<file path="src/rtl/apb_master_ctrl.sv">
// APB requester: takes one read/write command at a time, runs SETUP/ACCESS
// with wait-state counting and optional timeout, and returns a held response.
module apb_master_ctrl #(
   parameter int ADDR_W  = 32,
   parameter int DATA_W  = 32,
   parameter int TIMEOUT = 16,
   parameter int CNT_W   = $clog2(TIMEOUT + 2)
) (
   input  logic              clk,
   input  logic              resetn,
   input  logic              cmd_valid,
   output logic              cmd_ready,
   input  logic [ADDR_W-1:0] cmd_addr,
   input  logic              cmd_write,
   input  logic [DATA_W-1:0] cmd_wdata,
   output logic              rsp_valid,
   input  logic              rsp_ready,
   output logic [DATA_W-1:0] rsp_rdata,
   output logic              rsp_slverr,
   output logic              rsp_timeout,
   output logic [CNT_W-1:0]  rsp_wait,
   output logic              psel,
   output logic              penable,
   output logic [ADDR_W-1:0] paddr,
   output logic              pwrite,
   output logic [DATA_W-1:0] pwdata,
   input  logic [DATA_W-1:0] prdata,
   input  logic              pready,
   input  logic              pslverr
);

   typedef enum logic [1:0] {IDLE, SETUP, ACCESS, RESP} state_t;

   localparam bit               TO_EN   = (TIMEOUT > 0);
   localparam logic [CNT_W-1:0] CNT_MAX = '1;
   localparam logic [CNT_W-1:0] TO_VAL  = CNT_W'(TIMEOUT);
   localparam logic [CNT_W-1:0] TO_LAST = CNT_W'(TO_EN ? TIMEOUT - 1 : 0);

   state_t           state;
   logic [CNT_W-1:0] cnt;

   // Gated by resetn so the port reads 0 while reset is held.
   assign cmd_ready = resetn && (state == IDLE);

   always_ff @(posedge clk or negedge resetn) begin
      if (!resetn) begin
         state       <= IDLE;
         cnt         <= '0;
         psel        <= 1'b0;
         penable     <= 1'b0;
         paddr       <= '0;
         pwrite      <= 1'b0;
         pwdata      <= '0;
         rsp_valid   <= 1'b0;
         rsp_rdata   <= '0;
         rsp_slverr  <= 1'b0;
         rsp_timeout <= 1'b0;
         rsp_wait    <= '0;
      end else begin
         case (state)
            IDLE: begin
               if (cmd_valid) begin
                  paddr  <= cmd_addr;
                  pwrite <= cmd_write;
                  pwdata <= cmd_wdata;
                  psel   <= 1'b1;
                  state  <= SETUP;
               end
            end
            SETUP: begin
               penable <= 1'b1;
               state   <= ACCESS;
            end
            ACCESS: begin
               if (pready) begin
                  rsp_rdata   <= pwrite ? '0 : prdata;
                  rsp_slverr  <= pslverr;
                  rsp_timeout <= 1'b0;
                  rsp_wait    <= cnt;
                  psel        <= 1'b0;
                  penable     <= 1'b0;
                  rsp_valid   <= 1'b1;
                  state       <= RESP;
               end else if (TO_EN && cnt == TO_LAST) begin
                  // This low cycle is the TIMEOUT-th one: the count reaches TIMEOUT now.
                  rsp_rdata   <= '0;
                  rsp_slverr  <= 1'b1;
                  rsp_timeout <= 1'b1;
                  rsp_wait    <= TO_VAL;
                  cnt         <= TO_VAL;
                  psel        <= 1'b0;
                  penable     <= 1'b0;
                  rsp_valid   <= 1'b1;
                  state       <= RESP;
               end else if (cnt != CNT_MAX) begin
                  cnt <= cnt + CNT_W'(1);
               end
            end
            RESP: begin
               if (rsp_ready) begin
                  rsp_valid <= 1'b0;
                  cnt       <= '0;
                  state     <= IDLE;
               end
            end
            default: state <= IDLE;
         endcase
      end
   end

endmodule

</file>
<file path="config.mk">
export PLATFORM = sky130hd
export DESIGN_NAME = apb_master_ctrl
export DESIGN_NICKNAME = d
export VERILOG_FILES = /design/src/rtl/apb_master_ctrl.sv
export SDC_FILE = /design/constraint.sdc
export NUM_CORES = 1
export LEC_CHECK = 0
export ABC_CLOCK_PERIOD_IN_PS = 3000
export CORE_MARGIN = 2
export CORE_UTILIZATION = 41
export DETAILED_ROUTE_END_ITERATION = 8
export HOLD_SLACK_MARGIN = 0.03
export PLACE_DENSITY_LB_ADDON = 0.05
export SKIP_CTS_REPAIR_TIMING = 1
export SLEW_MARGIN = 20
export SYNTH_ARGS = -nofsm -noshare
export SYNTH_HDL_FRONTEND = slang
export SYNTH_SLANG_ARGS = --single-unit
</file>
<file path="constraint.sdc">
create_clock -name clk -period 3 [get_ports clk]
set_clock_uncertainty 0.1 [all_clocks]
set_input_delay 0.75 -clock clk [delete_from_list [all_inputs] [get_ports clk]]
set_output_delay 0.75 -clock clk [all_outputs]
set_load 0.01 [all_outputs]
</file>
==> flow_summary.json, run 1 <==
{
  "tightest_slew_ns": 0.601,
  "synthArstFlopShare_pct": 100,
  "grt_max_degree": 115,
  "arrival_ns": 1.98,
  "die_area_sq_um": 11500,
  "min_period_ns": 2.83,
  "status": "complete, no violations",
  "seq_area_frac_synth_pct": 65.2,
  "clk_path_buf_depth": 2,
  "yosys.area_share.adder_pct": 2.00,
  "comb_power_share_pct": 42.4,
  "place.gp.congestion": 0.742,
  "ant_nets": 0,
  "seqPwrFrac_pct": 34.4,
  "cts_tree": "yes",
  "maxSlewHeadroom_pct": 60.0,
  "synth_compound_area_share_pct": 10.5,
  "drt_iter0_drc": 177,
  "ir_drop_uv": 489,
  "syn-cell-area_sq_um": 4370,
  "vias": 3283,
  "cts_max_level": 4,
  "p_leak_nw": 3.09,
  "r2r-end": "state[1]",
  "dpl.hpwl_mm": 7.94,
  "regToRegStartpoint": "cnt[0]",
  "yosysTopAreaCellShare_pct": 65.2,
  "grt_pass1_wl_mm": 17.7,
  "avgSynthCellArea_sq_um": 15.1,
  "antennaDiodeCount": 0,
  "yosysMostFrequentCell": "dfrtp_1",
  "met2_usage_pct": 32.2,
  "cp-start-kind": "flop",
  "muxShareOfSynthArea_pct": 17.5,
  "antenna_found_initial": 0,
  "yosysWarnings": 0,
  "synth_edf_count": 0,
  "r2r_cells": 6,
  "synth-xor-area-share_pct": 0,
  "top_usage_layer": "met2",
  "core-area_sq_um": 10300,
  "cp-end-kind": "output pin",
  "grtUsageMet1_pct": 24.1,
  "n_fill_cell": 731,
  "dr.pass1.iters": 4,
  "drive_gt1_share_pct": 21.0,
  "grt_usage_pct": 20.4,
  "slew_violations": 0,
  "io_buffers": 210,
  "synth_fp_nets": 400,
  "fin_crit_sh_pct": 94.4,
  "power_density_nw_per_um2": 1090,
  "setup-tns-final_ns": 0,
  "finalSetupViolCount": 0,
  "synth_ff_type": "dfrtp_1",
  "synth_top_family_by_area": "multiplexers",
  "maxCapViolCount": 0,
  "path_clk_slew_ns": 0.05,
  "hp-class": "input port to async pin",
  "rows": 37,
  "finalHoldViolations": 0,
  "pin_count": 211,
  "start_util_pct": 42.4,
  "power_switching_mw": 2.34,
  "fin_nets": 617,
  "wl_mm": 11.4,
  "whs_ns": 0.271,
  "synthSimpleGateAreaFrac_pct": 2.43,
  "grt_pass1_vias": 3411,
  "die_h_microns": 107,
  "fmax_mhz": 353,
  "cts_root_buf": "clkbuf_8",
  "synth-seq-cells": 114,
  "crit_start": "state[0]",
  "clk_latency_ns": 0.51,
  "gr-usage-met3_pct": 9.69,
  "power.switching_fraction_pct": 29.9,
  "reg2reg_slack_ns": 0.64,
  "drc": 0,
  "area_growth_syn_to_layout_pct": 64.4,
  "clockPowerShare_pct": 23.2,
  "stdcell_area_sq_um": 7190,
  "synthDistinctLibCells": 29,
  "syn_inst": 290,
  "path_max_fanout": 4,
  "ys_top_cells_by_area": "dfrtp_1, mux2_2, a22o_1",
  "netlist.top_cell.by_area": "dfrtp_1",
  "die_w_microns": 107,
  "overflow": 0,
  "cts_made_buffers": 17,
  "worstPathRequired_ns": 2.15,
  "cts.sinks": 114,
  "post_drt_via_cell_ratio": 5.01,
  "endpoint": "cmd_ready",
  "wl_per_cell_microns": 17.5,
  "placed_area_sq_um": 6650,
  "p_int_mw": 5.48,
  "critPathKind": "flop to output pin",
  "power_mw": 7.82,
  "synthTopCellsByCount": "dfrtp_1, mux2_2, a22o_1, buf_2, o21ai_0",
  "rsz0062_at_grt": "no"
}
[worst max-delay path: stages (launching register included)]
cell and delay [ns]:
dfrtp_1 0.40, inv_1 0.11, ha_1 0.24, and2_1 0.16
clkdlybuf4s50_1 0.56
[how the worst min path moves through the flow]
stage / to / slack [ns] / depth (start not counted) / startpoint
floorplan: cnt[0] / 0.35 / 0 / resetn
global placement: rsp_slverr / 0.36 / 2 / rsp_slverr
detailed placement: rsp_slverr / 0.38 / 2 / rsp_slverr
CTS: rsp_rdata[7] / 0.29 / 2 / resetn
global route: rsp_rdata[30] / 0.30 / 2 / resetn
finish: rsp_rdata[17] / 0.27 / 2 / resetn
[cell usage in the layout (no fill, tap or decap), drive strengths merged]
master	n
clkinv	5
o21a	1
clkinvlp	4
a22o	37
a21boi	1
a22oi	1
o2bb2ai	1
or3b	1
or4	1
clkbuf	21
inv	7
nand2b	2
nand3	1
o221a	1
nor3	1
and3	1
clkdlybuf4s50	209
nor2	2
buf	6
or2	1
o31ai	4
mux2	66
and2	2
dfrtp	114
ha	7
mux2i	2
a21oi	1
o21ai	10
a311oi	1
nor2b	2
bufinv	1
nand2	5
[layout make-up]
type | count | area, sq um | share of cell area [%]
well taps | 136 | 170 | 2.37
inverters | 7 | 26.3 | 0.365
multi-input cells | 152 | 1430 | 19.9
flip-flops and latches | 114 | 2850 | 39.7
clock inverters | 10 | 85.1 | 1.18
clock buffers | 21 | 459 | 6.39
repair buffers | 215 | 2160 | 30.1
[state kept, by name, summed over array words and instances, names as in the netlist]
signal       count
paddr           32
cnt              5
pwdata          32
pwrite           1
rsp_timeout      1
rsp_wait         5
state            2
rsp_slverr       1
psel             1
rsp_rdata       32
rsp_valid        1
penable          1
[power by group through the flow]
stage,registers [mW],logic [mW],clock network (mW)
2_1_floorplan,3.00,1.15,0
3_3_place_gp,2.67,3.26,0
3_5_place_dp,2.71,3.33,0
4_1_cts,2.69,3.35,1.86
5_1_grt,2.79,3.54,1.93
6_report,2.69,3.31,1.82
[logic make-up after synthesis]
group | Yosys count
mux | 68
fa+ha+maj | 7
flops | 114
simple gates | 19
buf+inv | 24
compound gates | 58
[routing by layer]
layer	part of all wire [%]	up-vias
li1	-	1485
met1	40	1627
met2	47	156
met3	11	15
met4	2.1	0
met5	0	-
[per-stage QoR]
step | cells | util (%) | setup slack, ns
floorplan | 290 | - | 0.862
global placement | 624 | 64.4 | 0.571
detailed placement | 624 | 64.4 | 0.469
CTS | 655 | 69.6 | 0.149
global route | 655 | 69.6 | 0.0601
finish | 655 | 69.6 | 0.169
(Power assumes the default switching activity.)
==> inputs of run 2 (changes only) <==
ABC_CLOCK_PERIOD_IN_PS = 2700   (was 3000)
CORE_MARGIN = 4   (was 2)
TNS_END_PERCENT = 5   (was not set)
clock period = 2.7 ns   (was 3 ns; I/O delays follow)
==> flow_summary.json, run 2 (synthesis gave the netlist of run 1 again) <==
{
  "ir_drop_uv": 714,
  "cts_max_level": 4,
  "r2r-end": "state[1]",
  "die_area_sq_um": 12400,
  "layout_common_cells": "clkdlybuf4s50_1, dfrtp_1, mux2_2, a22o_1, clkbuf_16",
  "comb_power_share_pct": 40.9,
  "regToRegStartpoint": "cnt[0]",
  "clockPowerShare_pct": 26.4,
  "overflow": 0,
  "rsz0062_at_grt": "no",
  "grt_pass1_vias": 3545,
  "post_drt_via_cell_ratio": 4.92,
  "slowest_stage": "dfrtp_1",
  "worstPathRequired_ns": 1.92,
  "final_common_cell": "clkdlybuf4s50_1",
  "clk_latency_ns": 0.49,
  "tightest_slew_ns": 0.614,
  "cts_made_buffers": 17,
  "place.gp.congestion": 0.834,
  "maxSlewHeadroom_pct": 59.1,
  "antennaDiodeCount": 0,
  "cp-end-kind": "output pin",
  "fmax_mhz": 430,
  "vias": 3235,
  "placed_cells": 626,
  "drc": 0,
  "clk_path_buf_depth": 2,
  "arrival_ns": 1.55,
  "ant_nets": 0,
  "die_w_microns": 111,
  "layout.cells.non_filler": 658,
  "slowest_delay_ns": 0.40,
  "die_h_microns": 111,
  "grt_pass1_wl_mm": 18.5,
  "p_leak_nw": 3.17,
  "antenna_found_initial": 0,
  "maxCapViolCount": 0,
  "dr.pass1.iters": 4,
  "power_switching_mw": 2.63,
  "cts_root_buf": "clkbuf_8",
  "p_int_mw": 6.46,
  "slew_violations": 0,
  "path_cells": "inv_1 > ha_2 > and2_1 > dlymetal6s2s_1",
  "finalHoldViolations": 0,
  "pin_count": 211,
  "drive_gt1_share_pct": 21.5,
  "hp-class": "input port to async pin",
  "power.switching_fraction_pct": 29.0,
  "wl_per_cell_microns": 17.6,
  "r2r_cells": 6,
  "wl_mm": 11.6,
  "reg2reg_slack_ns": 0.38,
  "area_growth_syn_to_layout_pct": 67.4,
  "drt_iter0_drc": 125,
  "cts_tree": "yes",
  "core-area_sq_um": 10400,
  "grt_max_degree": 115,
  "grt_usage_pct": 18.9,
  "whs_ns": 0.193,
  "status": "complete, no violations",
  "seqPwrFrac_pct": 32.7,
  "fin_crit_sh_pct": 86.1,
  "fin_nets": 619,
  "top_regs": "paddr x32, pwdata x32, rsp_rdata x32",
  "path_clk_slew_ns": 0.06,
  "power_mw": 9.09,
  "start_util_pct": 42.2,
  "io_buffers": 210,
  "path_max_fanout": 4,
  "min_period_ns": 2.32,
  "rows": 37,
  "cp-start-kind": "flop",
  "dpl.hpwl_mm": 8.27,
  "power_density_nw_per_um2": 1240,
  "cts.sinks": 114,
  "finalSetupViolCount": 0,
  "critPathKind": "flop to output pin"
}
[run 2: cell count changes in the layout (fill, tap and decap cells not counted), sizes merged]
cell / previous run / this run
bufinv: 1 / 5
clkbuf: 21 / 20
dlymetal6s2s: 0 / 1
clkinvlp: 4 / 1
buf: 6 / 8
clkinv: 5 / 6
clkdlybuf4s50: 209 / 208
[run 2: how the worst max path moves through the flow]
stage | slack (ns) | startpoint | depth (start not counted) | endpoint
CTS | -0.07 | state[0] | 4 | cmd_ready
floorplan | 0.56 | cnt[0] | 6 | state[1]
finish | 0.38 | state[0] | 4 | cmd_ready
detailed placement | 0.32 | pready | 4 | state[1]
global route | 0.26 | state[0] | 4 | cmd_ready
global placement | 0.33 | pready | 4 | state[1]
[run 2: power by group through the flow]
| stage | logic, mW | clock network, mW | registers (mW) |
|---|---|---|---|
| after floorplan | 1.27 | 0 | 3.33 |
| after global placement | 3.68 | 0 | 2.96 |
| after detailed placement | 3.75 | 0 | 3.00 |
| after CTS | 3.77 | 2.44 | 2.98 |
| after global routing | 3.98 | 2.53 | 3.08 |
| final | 3.72 | 2.40 | 2.97 |
[run 2: cell type report]
cell class                      count  area, sq um
Fill cell                         761         3050
Tap cell                          136          170
Inverter                            7         26.3
Clock buffer                       20          435
Timing Repair Buffer              217         2190
Sequential cell                   114         2850
Clock inverter                     12          206
Multi-Input combinational cell    152         1440
[run 2: critical path, delay by kind of cell, from the launching register on]
family | cells | cell delay [ns]
and+or+nand+nor | 1 | 0.12
buffers and inverters | 2 | 0.31
adders and majority gates | 1 | 0.22
DFF | 1 | 0.40
[run 2: through the flow]
| step | area (sq um) | TNS [ns] | utilization, % | setup WS (ns) |
|---|---|---|---|---|
| after floorplan | 4370 | 0 | - | 0.562 |
| after global placement | 6670 | 0 | 64.3 | 0.332 |
| after detailed placement | 6670 | 0 | 64.3 | 0.323 |
| after CTS | 7310 | -0.0692 | 70.5 | -0.0692 |
| after global routing | 7320 | 0 | 70.6 | 0.259 |
| final | 7320 | 0 | 70.6 | 0.375 |
[run 2: routing by layer]
layer / wire [microns] / global-route usage, %
met2: 5500 / 31.2
met4: 188 / 5.76
met1: 4740 / 21.8
met5: 0 / 0
met3: 1150 / 9.12
==> inputs of run 3 (changes only) <==
ABC_CLOCK_PERIOD_IN_PS = not set   (was 2700)
CAP_MARGIN = 20   (was not set)
==> results of run 3 <==
Final layout, timing and power as in run 2 (identical DEF).
